### src/rtl/perceptron_trainer_pkg.sv
// rtl/perceptron_trainer_pkg.sv - shared types and constants for the perceptron trainer
package perceptron_trainer_pkg;

    localparam int DW = 4;

    typedef enum logic [1:0] {
        IDLE   = 2'd0,
        WAIT   = 2'd1,
        UPDATE = 2'd2
    } state_t;

    typedef logic [1:0] err_t;

    localparam err_t ERR_ZERO = 2'b00;
    localparam err_t ERR_POS  = 2'b01;
    localparam err_t ERR_NEG  = 2'b11;

endpackage

### src/rtl/weight_sat_update.sv
// rtl/weight_sat_update.sv - saturating weight step by +/-(inp >> SHIFT)
module weight_sat_update
    import perceptron_trainer_pkg::*;
#(
    parameter int SHIFT = 1
) (
    input  logic [DW-1:0] w_i,
    input  logic [DW-1:0] inp_i,
    input  err_t          err_i,
    input  logic          en_i,
    output logic [DW-1:0] w_o
);

    logic [DW-1:0] step;
    logic [DW:0]   sum;
    logic [DW:0]   diff;

    // One guard bit catches overflow above 15 and borrow below 0.
    assign step = inp_i >> SHIFT;
    assign sum  = {1'b0, w_i} + {1'b0, step};
    assign diff = {1'b0, w_i} - {1'b0, step};

    always_comb begin
        w_o = w_i;
        if (en_i) begin
            if (err_i == ERR_POS) begin
                w_o = sum[DW] ? {DW{1'b1}} : sum[DW-1:0];
            end else if (err_i == ERR_NEG) begin
                w_o = diff[DW] ? {DW{1'b0}} : diff[DW-1:0];
            end
        end
    end

endmodule

### src/rtl/perceptron_trainer.sv
// rtl/perceptron_trainer.sv - perceptron weight trainer; TRAINER_ERRCNT_EN enables err_cnt
module perceptron_trainer
    import perceptron_trainer_pkg::*;
#(
    parameter int            LAT     = 1,
    parameter int            SHIFT   = 1,
    parameter logic [DW-1:0] W1_INIT = 4'd8,
    parameter logic [DW-1:0] W2_INIT = 4'd8,
    parameter logic [DW-1:0] THRESH  = 4'd0
) (
    input  logic          clock,
    input  logic          res,
    input  logic          s_valid,
    output logic          s_ready,
    input  logic [DW-1:0] s_inp1,
    input  logic [DW-1:0] s_inp2,
    input  logic          s_target,
    input  logic          freeze,
    output logic [DW-1:0] n_inp1,
    output logic [DW-1:0] n_inp2,
    output logic [DW-1:0] n_w1,
    output logic [DW-1:0] n_w2,
    output logic [DW-1:0] n_t,
    input  logic [DW-1:0] n_out,
    output logic          upd_valid,
    output logic [1:0]    upd_err,
    output logic [7:0]    err_cnt
);

    localparam int CW = (LAT < 2) ? 1 : $clog2(LAT + 1);

    state_t        state_q;
    logic [CW-1:0] cnt_q;
    logic [DW-1:0] inp1_q, inp2_q;
    logic          target_q;
    logic [DW-1:0] w1_q, w2_q;
    logic [DW-1:0] w1_d, w2_d;
    logic          upd_valid_q;
    err_t          upd_err_q;
    logic          fired;
    logic          upd_en;

    assign fired  = (n_out != '0);
    assign upd_en = (state_q == UPDATE) && !freeze;

    weight_sat_update #(.SHIFT(SHIFT)) u_w1 (
        .w_i   (w1_q),
        .inp_i (inp1_q),
        .err_i (upd_err_q),
        .en_i  (upd_en),
        .w_o   (w1_d)
    );

    weight_sat_update #(.SHIFT(SHIFT)) u_w2 (
        .w_i   (w2_q),
        .inp_i (inp2_q),
        .err_i (upd_err_q),
        .en_i  (upd_en),
        .w_o   (w2_d)
    );

    always_ff @(posedge clock or posedge res) begin
        if (res) begin
            state_q     <= IDLE;
            cnt_q       <= '0;
            inp1_q      <= '0;
            inp2_q      <= '0;
            target_q    <= 1'b0;
            w1_q        <= W1_INIT;
            w2_q        <= W2_INIT;
            upd_valid_q <= 1'b0;
            upd_err_q   <= ERR_ZERO;
        end else begin
            case (state_q)
                IDLE: begin
                    if (s_valid) begin
                        inp1_q   <= s_inp1;
                        inp2_q   <= s_inp2;
                        target_q <= s_target;
                        cnt_q    <= CW'(LAT);
                        state_q  <= WAIT;
                    end
                end
                WAIT: begin
                    // The last WAIT edge samples the neuron and precomputes the error.
                    if (cnt_q == CW'(1)) begin
                        upd_valid_q <= 1'b1;
                        if (target_q) begin
                            upd_err_q <= fired ? ERR_ZERO : ERR_POS;
                        end else begin
                            upd_err_q <= fired ? ERR_NEG : ERR_ZERO;
                        end
                        state_q <= UPDATE;
                    end else begin
                        cnt_q <= cnt_q - CW'(1);
                    end
                end
                UPDATE: begin
                    w1_q        <= w1_d;
                    w2_q        <= w2_d;
                    upd_valid_q <= 1'b0;
                    upd_err_q   <= ERR_ZERO;
                    state_q     <= IDLE;
                end
                default: begin
                    state_q <= IDLE;
                end
            endcase
        end
    end

`ifdef TRAINER_ERRCNT_EN
    logic [7:0] err_cnt_q;

    // Counts regardless of freeze so inference-mode errors are still tallied.
    always_ff @(posedge clock or posedge res) begin
        if (res) begin
            err_cnt_q <= '0;
        end else if (state_q == UPDATE && upd_err_q != ERR_ZERO && err_cnt_q != 8'hFF) begin
            err_cnt_q <= err_cnt_q + 8'd1;
        end
    end

    assign err_cnt = err_cnt_q;
`else
    assign err_cnt = '0;
`endif

    assign s_ready   = (state_q == IDLE);
    assign n_inp1    = inp1_q;
    assign n_inp2    = inp2_q;
    assign n_w1      = w1_q;
    assign n_w2      = w2_q;
    assign n_t       = THRESH;
    assign upd_valid = upd_valid_q;
    assign upd_err   = upd_err_q;

endmodule
### config.mk
export PLATFORM = sky130hd
export DESIGN_NAME = perceptron_trainer
export DESIGN_NICKNAME = d
export VERILOG_FILES = /design/src/rtl/perceptron_trainer_pkg.sv /design/src/rtl/weight_sat_update.sv /design/src/rtl/perceptron_trainer.sv
export SDC_FILE = /design/constraint.sdc
export NUM_CORES = 1
export LEC_CHECK = 0
export ABC_AREA = 1
export BUFFER_PORTS_ARGS = -buffer_cell sky130_fd_sc_hd__buf_4
export CAP_MARGIN = 20
export CORE_AREA = 4 4 90 50
export DETAILED_ROUTE_END_ITERATION = 10
export DIE_AREA = 0 0 94 54
export GPL_TIMING_DRIVEN = 0
export PLACE_DENSITY_LB_ADDON = 0.05
export REMOVE_ABC_BUFFERS = 1
export SETUP_SLACK_MARGIN = 0.3
export SLEW_MARGIN = 20
export SYNTH_ARGS = -nofsm -noshare
export SYNTH_HDL_FRONTEND = slang
export SYNTH_HIERARCHICAL = 1
export SYNTH_SLANG_ARGS = --single-unit
### constraint.sdc
create_clock -name clock -period 2.1 [get_ports clock]
set_input_delay 0.21 -clock clock [delete_from_list [all_inputs] [get_ports clock]]
set_output_delay 0.21 -clock clock [all_outputs]
set_load 0.02 [all_outputs]
# == Word-level counts from Yosys, hierarchy flattened ==
# Index checks and enable logic that the tools add are counted.
# word_totals
reg_bits,23
latch_bits,0
ram_bits,0
rom_bits,0
in_bits,17
elab_cells,53
memories,0
# classes
n_addsub,5
multipliers,0
div,0
magnitude_cmp,0
eq_ne,6
n_shift,0
n_mux,21
n_bitwise,0
reduce_logical,12
# ops
op,count
4-bit two-way mux,8
4-bit by 3-bit adder with 5-bit output,2
2-bit two-way mux,5
4-bit by 3-bit subtractor with 5-bit output,2
2-bit case mux with 2 select lines,2
2-bit AND reduction,4
2-bit nonzero test,3
"2-bit by 1-bit equality test with 1-bit output, second input constant",2
"2-bit equality test, second input constant",2
1-bit two-way mux,4
"2-bit != test, second input constant",2
1-bit case mux with 2 select lines,2
4-bit nonzero test,1
3-bit AND reduction,1
2-bit logical NOT,1
1-bit logical AND,1
1-bit logical NOT,1
"1-bit subtractor, second input constant",1

# == Longest topological paths before layout ==
# logic_depth
ltp_word,5
ltp_mapped,14
ltp_nobuf,14

# == Modules after synthesis ==
# The synthesis kept the hierarchy.
# modules_own_cells
mod,instances,cells_each,area_per_inst_um2,seq_area_each_um2
perceptron_trainer,1,120,1044.8,578.1
weight_sat_update,2,76,412.9,0.0

# == Least setup slack after synthesis ==
# Ideal clock, no wire load.
# synth_path
path_type,flip-flop to flip-flop
startpoint,reg w1_q[0] (netlist: n_w1[0])
endpoint,reg w1_q[0] (netlist: n_w1[0])
arrival_time_ns,1.768
t_required_ns,2.035
path_slack_ns,0.267
path_stages_with_launch,13
n_path_buf,0
period_less_slack_ns,1.833
path_cell_list,dfrtp_1 > inv_1 > ha_1 > fa_1 > inv_1 > nand2_1 > nand2_1 > a21oi_1 > o21ai_1 > nand2_1 > o21ai_2 > nand2_1 > nand2_1
# synth_via
elab_chain_len,4
# synth_lines
item,line_no,text
start: declaration,perceptron_trainer.sv:36,"logic [DW-1:0] w1_q, w2_q;"
start signal: assignment,perceptron_trainer.sv:99,w1_q <= w1_d;
4-bit by 3-bit subtractor with 5-bit output,weight_sat_update.sv:21,"assign diff = {1'b0, w_i} - {1'b0, step};"
4-bit two-way mux,weight_sat_update.sv:29,w_o = diff[DW] ? {DW{1'b0}} : diff[DW-1:0];
4-bit two-way mux,weight_sat_update.sv:28,end else if (err_i == ERR_NEG) begin
4-bit two-way mux *,weight_sat_update.sv:26,if (err_i == ERR_POS) begin
# Mark *: on every way between the ends. The rest lies on a longest branch, timed or not. The select of a mux whose other input is x is not followed.
# A chain may end at the register's enable or synchronous reset.

# == Final worst setup path ==
# Same ends and word-level chain as after synthesis.

==> results.md <==
• **first-pass GRT wire length** 7110 um
• **number of synthesis warnings** 6
• **worst-case headroom to the max-slew limit** 0.418
• **Async S/R FF share, synth** 1.00
• **Synth top area share** 0.281
• **Period Utilization, post-route** 0.863
• **Final Wtd Congestion** 0.823
• **Synth Register Bits** 23
• **biggest area consumer among synthesized cells** sky130_fd_sc_hd__dfrtp_1
• **post-placement cell area** 2120 sq um
• **effective utilization at floorplan** 0.502
• **# diodes** 0
• **top achievable clock speed** 0.552 GHz
• **CTS H-tree depth** 1
• **Worst Hold Slack** 118 ps
• **post-route non-filler standard cell count** 366
• **average cell area after synthesis** 6.88 sq um
• **leading cell type by number of instances after synthesis** sky130_fd_sc_hd__nand2_1
• **post-synthesis instance total** 272
• **r2r setup slk** 290 ps
• **Global Route Usage Sum** 0.184
• **clock-pin slew reported for the worst setup and hold paths after clock tree synthesis** 90 ps
• **number of hold-repair buffers added at the cts stage** 0
• **number of buffers inserted during clock tree synthesis** 3
• **placed insts** 357
• **switching power share of the total** 0.488
• **Antenna Violating Nets Remaining** 0
• **total net switching power** 1.24 mW
• **combinational cell fraction of total power** 0.592
• **TritonCTS clock tree** built
• **design internal power** 1.30 mW
• **Clock Latency Late Sink** 270 ps
• **final number of max-transition violations** 0
• **CP Max Fanout** 4
• **post-route minimum period** 1810 ps
• **WP data arrival** 2020 ps
• **Fillers** 349
• **drt first pass iters** 5
• **cell seen most often among critical-path stages** sky130_fd_sc_hd__nand2_1
• **Boundary Pins** 49
• **final-report setup violation count** 0
• **placeable core area** 3720 sq um
• **highest-delay cell along the critical path** sky130_fd_sc_hd__dfrtp_1
• **CP required** 2310 ps
• **commonest cells in the synthesized netlist** sky130_fd_sc_hd__nand2_1 (100), sky130_fd_sc_hd__inv_1 (41), sky130_fd_sc_hd__nand3_1 (24)
• **detail-routed via count per cell** 4.55
• **outcome** completed
• **routed via count** 1666
• **power share of the sequential group** 0.294
• **element type at the critical path start** flop
• **number of hold-slack violations in the final timing report** 0
• **Max Clock Skew** 1.13 ps
• **sink count of the clock tree** 23
• **number of cell rows** 16
• **final routed wire length divided by cell count** 11.7 um
• **number of distinct standard cells referenced by the synthesized netlist** 24
• **die outline area** 5080 sq um
• **Max IR drop VDD** 566 uV
• **total half-perimeter wirelength after legalization and detailed placement** 3260 um
• **number of antenna violations at the first check in global routing** 0
• **Iter 0 DRT Violations** 60
• **remaining global-route overflow** 0
• **root buffer selected by CTS** sky130_fd_sc_hd__clkbuf_8
• **final design area excluding fillers** 2330 sq um
• **pin count of the biggest net entering global routing** 24
• **setup tns final** 0 ps
• **max-capacitance violation count** 0
• **area overhead of the layout relative to synthesis** 24.4%
• **PwrDens** 1100 nW/um^2
• **buffers added on ports** 36
• **total area of multi-input combinational cells** 1150 sq um
• **top cells by area in the synthesized netlist** sky130_fd_sc_hd__dfrtp_1 (28%), sky130_fd_sc_hd__nand2_1 (20%), sky130_fd_sc_hd__ha_1 (8.7%)
• **transition time at the pin with the least slew margin** 872 ps
• **path depth of the worst reg2reg path** 12
• **relative contribution of the clock network to total power** 0.114
• **sequential standard cell area** 582 sq um
• **final wirelength** 4300 um
• **highest cell delay on the worst timing path** 430 ps
• **number of nets in the finished design** 347
• **top_reg_cell synth** sky130_fd_sc_hd__dfrtp_1
• **setup repair after global routing missed its margin** yes
• **number of DRC violations after detailed routing** 0
• **Critical Path, Cell by Cell** inv_2, ha_4, fa_2, inv_2, nand2_4, nand2_2, a21oi_1, o21ai_1, nand2_1, o21ai_2, nand2_1, nand2_1
• **static leakage power** 1.32 nW
• **fraction of final layout cells with drive strength greater than 1** 0.311
• **sequential-to-total area share from yosys stat** 0.309
• **Worst Setup Path Type** flop to flop
• **type of destination of the critical path** flop
• **Vert. Die Dim** 54 um
• **Max Buffers Root-to-Sink** 2
• **via count of the first global-routing pass** 1410
• **Synth Cell Area** 1870 sq um
• **die width** 94 um
• **class of the most critical hold timing path** input port to asynchronous set/reset pin
• **number of synthesized flops with an enable pin** 0
[through the flow]
step | power [mW] | util | setup slack (ps)
global route | 2.79 | 0.625 | 155
finish | 2.55 | 0.625 | 289
floorplan | 1.61 | - | 267
detailed placement | 2.03 | 0.571 | 136
CTS | 2.38 | 0.598 | 285
global placement | 2.02 | 0.571 | 159
[metal layers]
layer	wire (um)	global-route usage	vias up	part of all wire
met3	312	0.0461	2	0.073
met2	1510	0.237	51	0.35
met5	0	0	-	0
li1	-	-	882	-
met4	25	0.0288	0	0.0058
met1	2450	0.298	731	0.57
[power by group through the flow]
stage	sequential (mW)	clock (mW)	combinational, mW
floorplan	0.842	0	0.771
global placement	0.750	0	1.27
detailed placement	0.749	0	1.28
CTS	0.738	0.293	1.35
global route	0.774	0.314	1.70
finish	0.748	0.290	1.51
[final timing paths]
path,to,from
worst max-delay path,n_w1[0]$_DFFE_PP0P_,n_w1[0]$_DFFE_PP0P_
worst min-delay path,n_inp1[0]$_DFFE_PP0P_,res
worst max register to register,n_w1[0]$_DFFE_PP0P_,n_w1[0]$_DFFE_PP0P_
worst min register to register,upd_valid$_DFFE_PP0P_,upd_valid$_DFFE_PP0P_
max in group asynchronous,n_w2[1]$_DFFE_PP0P_,res
min in group clock,n_inp1[0]$_DFFE_PP0P_,s_inp1[0]
[what timing repair did]
item	in CTS	in global routing
setup buffers	4	1
resized for setup	9	31
hold endpoints to repair	0	0
pin swaps	1	13
endpoints found under the setup margin	8	8
[area by class of cell]
cell class | instances | area share
multi-input combinational | 198 | 0.494
sequential | 23 | 0.250
timing repair buffer | 41 | 0.132
inverter | 46 | 0.0742
tap | 54 | 0.0290
clock buffer | 3 | 0.0177
clock inverter | 1 | 0.00323
[worst max-delay path: cells and delay by family, from the launching register on]
family / cells / cell delay (ps)
AOI/OAI and AO/OA: 3 / 250
adders and majority gates: 2 / 580
buffers and inverters: 2 / 160
DFF: 1 / 430
and+or+nand+nor: 5 / 320
[cell families after synthesis]
logic type,count (synthesis),synth area share
adders and majority gates,17,0.130
and+or+nand+nor,154,0.353
AOI/OAI and AO/OA,15,0.0468
DFF,23,0.309
other,1,0.00200
buffers and inverters,62,0.159
[layout by cell type, fill, tap and decap left out, drive strengths merged, types with 2 or more instances in the layout]
cell	netlist	routed
a21oi	2	2
buf	16	41
clkbuf	0	3
conb	1	12
dfrtp	21	21
dfstp	2	2
fa	4	4
ha	13	13
inv	46	46
nand2	102	102
nand3	26	26
nand4	2	2
nor2	22	22
o21ai	11	11
o21bai	2	2
or2	2	2
[registers in the layout (all words and copies together) (netlist names)]
signal,flops
n_inp2,4
upd_valid,1
n_w1,4
upd_err,2
cnt_q,1
n_w2,4
state_q,2
target_q,1
n_inp1,4
Power figures use the tool's default switching activity.
